`config.mk`:
```
export PLATFORM = sky130hd
export DESIGN_NAME = mcp3202_scan_scheduler
export DESIGN_NICKNAME = d
export VERILOG_FILES = /design/src/rtl/mcp3202_scan_scheduler.sv
export SDC_FILE = /design/constraint.sdc
export NUM_CORES = 1
export LEC_CHECK = 0
export ABC_AREA = 1
export BUFFER_PORTS_ARGS = -buffer_cell sky130_fd_sc_hd__buf_2
export CAP_MARGIN = 20
export CORE_ASPECT_RATIO = 0.6
export CORE_MARGIN = 4
export CORE_UTILIZATION = 50
export CTS_CLUSTER_SIZE = 40
export DETAILED_ROUTE_END_ITERATION = 12
export PLACE_DENSITY = 0.81
export SLEW_MARGIN = 20
export SYNTH_ARGS = -nofsm -noshare
export SYNTH_HDL_FRONTEND = slang
export SYNTH_SLANG_ARGS = --single-unit
export TNS_END_PERCENT = 100
```
`constraint.sdc`:
```
create_clock -name clk -period 5.65 [get_ports clk]
set_input_delay 0.565 -clock clk [delete_from_list [all_inputs] [get_ports clk]]
set_output_delay 0.565 -clock clk [all_outputs]
set_load 0.02 [all_outputs]
```
`src/rtl/mcp3202_scan_scheduler.sv`:
```
// Scan scheduler for an MCP3202 SPI engine: sample tick, per-channel command issue,
// response capture, signed conversion and a 2-entry AXI-Stream output buffer.
module mcp3202_scan_scheduler #(
  parameter int unsigned FCLK        = 100_000_000,
  parameter int unsigned FSMPL       = 500,
  parameter logic [1:0]  CH_MASK     = 2'b11,
  parameter bit          SGL         = 1'b1,
  parameter int unsigned TIMEOUT_CYC = 4096
) (
  input  logic        clk,
  input  logic        rst_n,
  input  logic        en,
  output logic        cmd_valid,
  input  logic        cmd_ready,
  output logic        cmd_sgl,
  output logic        cmd_odd,
  input  logic        rsp_valid,
  input  logic [11:0] rsp_data,
  output logic [15:0] m_axis_tdata,
  output logic        m_axis_tid,
  output logic        m_axis_tlast,
  output logic        m_axis_tvalid,
  input  logic        m_axis_tready,
  output logic [15:0] overrun_cnt,
  output logic [15:0] miss_cnt,
  output logic        err_timeout
);

  localparam int unsigned DIV   = FCLK / FSMPL;
  localparam int          DIV_W = (DIV > 2) ? $clog2(DIV) : 1;
  localparam int          TO_W  = $clog2(TIMEOUT_CYC + 1);
  localparam logic [DIV_W-1:0] DIV_LAST = DIV_W'(DIV - 1);
  localparam logic [TO_W-1:0]  TO_LAST  = TO_W'(TIMEOUT_CYC - 1);
  localparam logic FIRST_CH = CH_MASK[0] ? 1'b0 : 1'b1;

  typedef enum logic [2:0] {
    IDLE,
    WAIT_TICK,
    ISSUE,
    WAIT_RSP,
    PUSH
  } state_t;

  state_t            state_reg;
  logic [DIV_W-1:0]  tick_cnt_reg;
  logic [TO_W-1:0]   to_cnt_reg;
  logic              ch_reg;
  logic [11:0]       code_reg;
  logic              cmd_valid_reg;
  logic              cmd_sgl_reg;
  logic              cmd_odd_reg;
  logic [15:0]       miss_cnt_reg;
  logic              err_timeout_reg;
  logic              tick;
  logic              more_ch;
  logic              scan_busy;

  assign tick      = (tick_cnt_reg == DIV_LAST);
  assign more_ch   = (ch_reg == 1'b0) && CH_MASK[1];
  assign scan_busy = (state_reg == ISSUE) || (state_reg == WAIT_RSP) || (state_reg == PUSH);

  always_ff @(posedge clk or negedge rst_n) begin
    if (!rst_n) begin
      tick_cnt_reg <= '0;
    end else if (!en || tick) begin
      tick_cnt_reg <= '0;
    end else begin
      tick_cnt_reg <= tick_cnt_reg + 1'b1;
    end
  end

  always_ff @(posedge clk or negedge rst_n) begin
    if (!rst_n) begin
      state_reg       <= IDLE;
      to_cnt_reg      <= '0;
      ch_reg          <= 1'b0;
      code_reg        <= '0;
      cmd_valid_reg   <= 1'b0;
      cmd_sgl_reg     <= 1'b0;
      cmd_odd_reg     <= 1'b0;
      miss_cnt_reg    <= '0;
      err_timeout_reg <= 1'b0;
    end else begin
      // A tick that lands on an active scan is dropped, not queued.
      if (tick && scan_busy && (miss_cnt_reg != 16'hFFFF)) begin
        miss_cnt_reg <= miss_cnt_reg + 16'd1;
      end
      case (state_reg)
        IDLE: begin
          if (en) state_reg <= WAIT_TICK;
        end
        WAIT_TICK: begin
          if (!en) begin
            state_reg <= IDLE;
          end else if (tick) begin
            ch_reg        <= FIRST_CH;
            cmd_valid_reg <= 1'b1;
            cmd_odd_reg   <= FIRST_CH;
            cmd_sgl_reg   <= SGL;
            state_reg     <= ISSUE;
          end
        end
        ISSUE: begin
          if (cmd_ready) begin
            cmd_valid_reg <= 1'b0;
            to_cnt_reg    <= '0;
            state_reg     <= WAIT_RSP;
          end
        end
        WAIT_RSP: begin
          if (rsp_valid) begin
            code_reg  <= rsp_data;
            state_reg <= PUSH;
          end else if (to_cnt_reg == TO_LAST) begin
            err_timeout_reg <= 1'b1;
            state_reg       <= en ? WAIT_TICK : IDLE;
          end else begin
            to_cnt_reg <= to_cnt_reg + 1'b1;
          end
        end
        PUSH: begin
          if (more_ch && en) begin
            ch_reg        <= 1'b1;
            cmd_valid_reg <= 1'b1;
            cmd_odd_reg   <= 1'b1;
            cmd_sgl_reg   <= SGL;
            state_reg     <= ISSUE;
          end else begin
            state_reg <= en ? WAIT_TICK : IDLE;
          end
        end
        default: state_reg <= IDLE;
      endcase
    end
  end

  assign cmd_valid   = cmd_valid_reg;
  assign cmd_sgl     = cmd_sgl_reg;
  assign cmd_odd     = cmd_odd_reg;
  assign miss_cnt    = miss_cnt_reg;
  assign err_timeout = err_timeout_reg;

  // Two-entry output buffer; a write into a full buffer is allowed when the head pops the same cycle.
  logic [15:0] mem_tdata_reg [2];
  logic        mem_tid_reg   [2];
  logic        mem_tlast_reg [2];
  logic        wr_ptr_reg;
  logic        rd_ptr_reg;
  logic [1:0]  count_reg;
  logic [15:0] overrun_cnt_reg;
  logic        push;
  logic        pop;
  logic        push_ok;
  logic [15:0] push_tdata;

  assign push       = (state_reg == PUSH);
  assign pop        = (count_reg != 2'd0) && m_axis_tready;
  assign push_ok    = push && ((count_reg != 2'd2) || pop);
  assign push_tdata = {4'b0000, code_reg} - 16'd2048;

  generate
    for (genvar gi = 0; gi < 2; gi++) begin : g_entry
      always_ff @(posedge clk or negedge rst_n) begin
        if (!rst_n) begin
          mem_tdata_reg[gi] <= '0;
          mem_tid_reg[gi]   <= 1'b0;
          mem_tlast_reg[gi] <= 1'b0;
        end else if (push_ok && (wr_ptr_reg == 1'(gi))) begin
          mem_tdata_reg[gi] <= push_tdata;
          mem_tid_reg[gi]   <= ch_reg;
          mem_tlast_reg[gi] <= !more_ch;
        end
      end
    end
  endgenerate

  always_ff @(posedge clk or negedge rst_n) begin
    if (!rst_n) begin
      wr_ptr_reg      <= 1'b0;
      rd_ptr_reg      <= 1'b0;
      count_reg       <= 2'd0;
      overrun_cnt_reg <= '0;
    end else begin
      if (push_ok) wr_ptr_reg <= ~wr_ptr_reg;
      if (pop)     rd_ptr_reg <= ~rd_ptr_reg;
      case ({push_ok, pop})
        2'b10:   count_reg <= count_reg + 2'd1;
        2'b01:   count_reg <= count_reg - 2'd1;
        default: count_reg <= count_reg;
      endcase
      if (push && !push_ok && (overrun_cnt_reg != 16'hFFFF)) begin
        overrun_cnt_reg <= overrun_cnt_reg + 16'd1;
      end
    end
  end

  assign m_axis_tvalid = (count_reg != 2'd0);
  assign m_axis_tdata  = mem_tdata_reg[rd_ptr_reg];
  assign m_axis_tid    = mem_tid_reg[rd_ptr_reg];
  assign m_axis_tlast  = mem_tlast_reg[rd_ptr_reg];
  assign overrun_cnt   = overrun_cnt_reg;

endmodule

```
==> results.md <==
- Sum of internal, switching and leakage power: between 2 and 3 mW
- Number of enable flip-flop cells after synthesis: 0
- Setup_tns: 0 ns
- First-pass GRT wire length: between 20000 and 25000 µm
- Top area cells in the synthesized netlist: dfrtp_1 46%, nand2_1 19%, nor2_1 5.6%
- Post-placement worst setup slack: between 3 and 4 ns
- Number of nets with antenna violations after detailed routing: 0
- Run status: complete, no violations
- Final cell utilization of the core: 0.587
- Gate count of the mapped netlist: between 800 and 900
- Effective utilization at floorplan: 0.526
- Synth top area share: 0.458
- Total area of multi-input combinational cells: between 0.002 and 0.003 mm²
- Synthesized cell area: 0.00612 mm²
- Hold Crit Class: in -> async
- Worst hold slack across all endpoints: between 0.3 and 0.4 ns
- Internal power summed over all cells: 1.59 mW
- Startpoint kind of the worst setup timing path: flip-flop
- Number of standard-cell rows in the floorplan: 30
- Data arrival time at the worst-slack endpoint: 1.79 ns
- Total GRT Usage: 0.208
- Post-CTS clock slew at the launch and capture registers of the worst setup and hold paths: around 0.07 ns
- Fraction of power spent switching nets: 0.395
- Number of post-CTS setup repair buffers: 0
- Hold-fix buffer count after cts: 0
- Achievable Freq: 424 MHz
- Endpoint kind of the worst setup timing path: primary output
- H-tree level count: 3
- Required time at the endpoint of the critical path: around 5 ns
- Drt first-iter violations: roughly 420
- Number of sinks driven by the clock tree: 112
- Final std cell area, no fill: a little under 0.007 mm²
- Crit path time final: 2.36 ns
- Sequential share of power: 0.440
- Via density: between 5 and 6
- Portion of the post-synthesis area used by sequential elements: 0.458
- Detailed-route DRC error count: 0
- Worst Clk Skew: approximately 0.012 ns
- Max IR drop VDD: around 0.00018 V
- Vias in the first global route: approximately 4800
- Die footprint: approximately 0.014 mm²
- Most common library cells after synthesis: 317 x nand2_1, 112 x dfrtp_1, 92 x nor2_1
- Initial antenna violation count: 1
- Placed cell count: ~1000
- Primary FF master, synth: dfrtp_1
- Cell leakage power: between 3 and 4 nW
- Total of endpoints with negative setup slack in the final report: 0
- Routed via count: 5332
- Average wire per standard cell: between 10 and 15 µm
- Number of nets at the end of the flow: 908
- Fraction of power consumed by the clock network: 0.233
- TritonCTS clock tree: yes
- Die extent in x: 151 µm
- Switching component of the power: around 1.0 mW
- I/O Pins: 73
- Final wirelength: between 10000 and 15000 µm
- Power per cell area: slightly below 400 mW/mm²
- GRT Residual Overflow: 0
- Fraction of synthesis flops using an asynchronous set or reset pin: 1.00
- Std-Cell Core Area: approximately 0.012 mm²
- Buffer depth of the longest clock path: 2
- Number of max-cap violations: 0
- CTS Buf Count: 9
- Die outline height: approximately 94 µm
- Combinational group share of total power: 0.327
- Synth-to-Final Area Change: 11.6%
- Max-slew violation count: 0
- FF+latch count, synth: 112
- Final Hold Vio Count: 0
- DP Wirelength: approximately 10000 µm
- Number of filler instances in the final layout: 1086
- Transition at the pin with the smallest max-transition slack: 0.859 ns
- Post-cts repair resize count: 0
- Port buffer count: 72
- Standard cell area after detailed placement: 0.00654 mm²
- Reg area: 0.00280 mm²
- Setup repair after global routing missed its margin: no
- Final estimated routing congestion in global placement: roughly 0.89
- Number of nets produced by synthesis: ~850
- Yosys top cell by area: dfrtp_1
- Maximum number of pins on one net before global-route repair: around 70
- Max reg flops: 24
- Relative slew slack: 0.427
- Antenna diode instance count: 0
- Buffer type at the clock tree root: clkbuf_16
- Peak fanout along the critical path: 27
- Final critical-path setup slack: 3.29 ns
- Number of different library cells in the post-synthesis netlist: 33
- Synthesized area per cell: 7.43 µm²
- Fin crit share: 0.418
- Most common cell in the netlist: nand2_1
- Count of warnings emitted by yosys: 0
- Layout cell share with drive strength beyond 1: 0.131
- Detailed-routing iteration count for the pre-antenna-repair pass: 5
- Category of the critical setup timing path: reg -> out
- Count of non-filler cells in the finished layout: about 1100
- Clock latency of the later-clocked register in the worst-skew pair: roughly 0.35 ns
critical path, stage by stage (launching register included):
cell     delay [ns]
dfrtp_1        0.84
o21ai_0        0.35
buf_2          0.25
metal layers:
layer | GRT usage | up-vias | share of wire
met2 | 0.283 | 171 | 0.40
met5 | 0 | - | 0.0011
met4 | 0.0445 | 2 | 0.0098
met1 | 0.328 | 2443 | 0.51
met3 | 0.0545 | 15 | 0.083
li1 | - | 2701 | -
power by group through the flow:
stage | clock network, mW | logic [mW] | registers, mW
final | 0.615 | 0.862 | 1.16
after global routing | 0.654 | 0.971 | 1.19
after CTS | 0.628 | 0.868 | 1.16
after detailed placement | 0 | 0.860 | 1.17
after global placement | 0 | 0.843 | 1.16
after floorplan | 0 | 0.651 | 1.14
cell type report:
class,instances,share of cell area
clock buffer,13,0.0381
clock inverter,3,0.00385
inverter,76,0.0418
multi-input combinational,613,0.422
sequential,112,0.411
tap,160,0.0293
timing repair buffer,73,0.0543
worst paths after layout:
| check | start | endpoint | slack (ns) | depth (start not counted) |
|---|---|---|---|---|
| hold reg to reg | cmd_sgl | cmd_sgl | 0.47 | 2 |
| setup / recovery | rd_ptr_reg | m_axis_tdata[13] | 3.29 | 2 |
| max in group asynchronous | rst_n | overrun_cnt[13] | 4.19 | 2 |
| min in group clk | rsp_data[0] | code_reg[0] | 0.41 | 3 |
| setup reg to reg | state_reg[0] | count_reg[1] | 3.65 | 8 |
| hold / removal | rst_n | mem_tdata_reg[20] | 0.33 | 1 |
placed cells by master (no fill, tap or decap), types with 5 or more instances in the layout:
cell type,count
nand2_1,317
dfrtp_1,112
nor2_1,92
inv_1,71
buf_2,71
nand3_1,51
o21ai_0,37
xor2_1,21
nor3_1,14
nand4_1,13
xnor2_1,13
o21ai_1,13
clkbuf_16,9
a21oi_1,6
nor2_4,6
ha_1,5
kinds of logic (layout without fill, tap and decap cells):
family | after synthesis | in the layout | synth area share
AND/OR/NAND/NOR | 513 | 513 | 0.360
adder cells (fa/ha/maj) | 5 | 5 | 0.0102
XOR/XNOR | 34 | 34 | 0.0487
buffers and inverters | 99 | 165 | 0.0712
flip-flops | 112 | 112 | 0.458
AO/OA/AOI/OAI | 61 | 61 | 0.0524
Power figures use the tool's default switching activity.
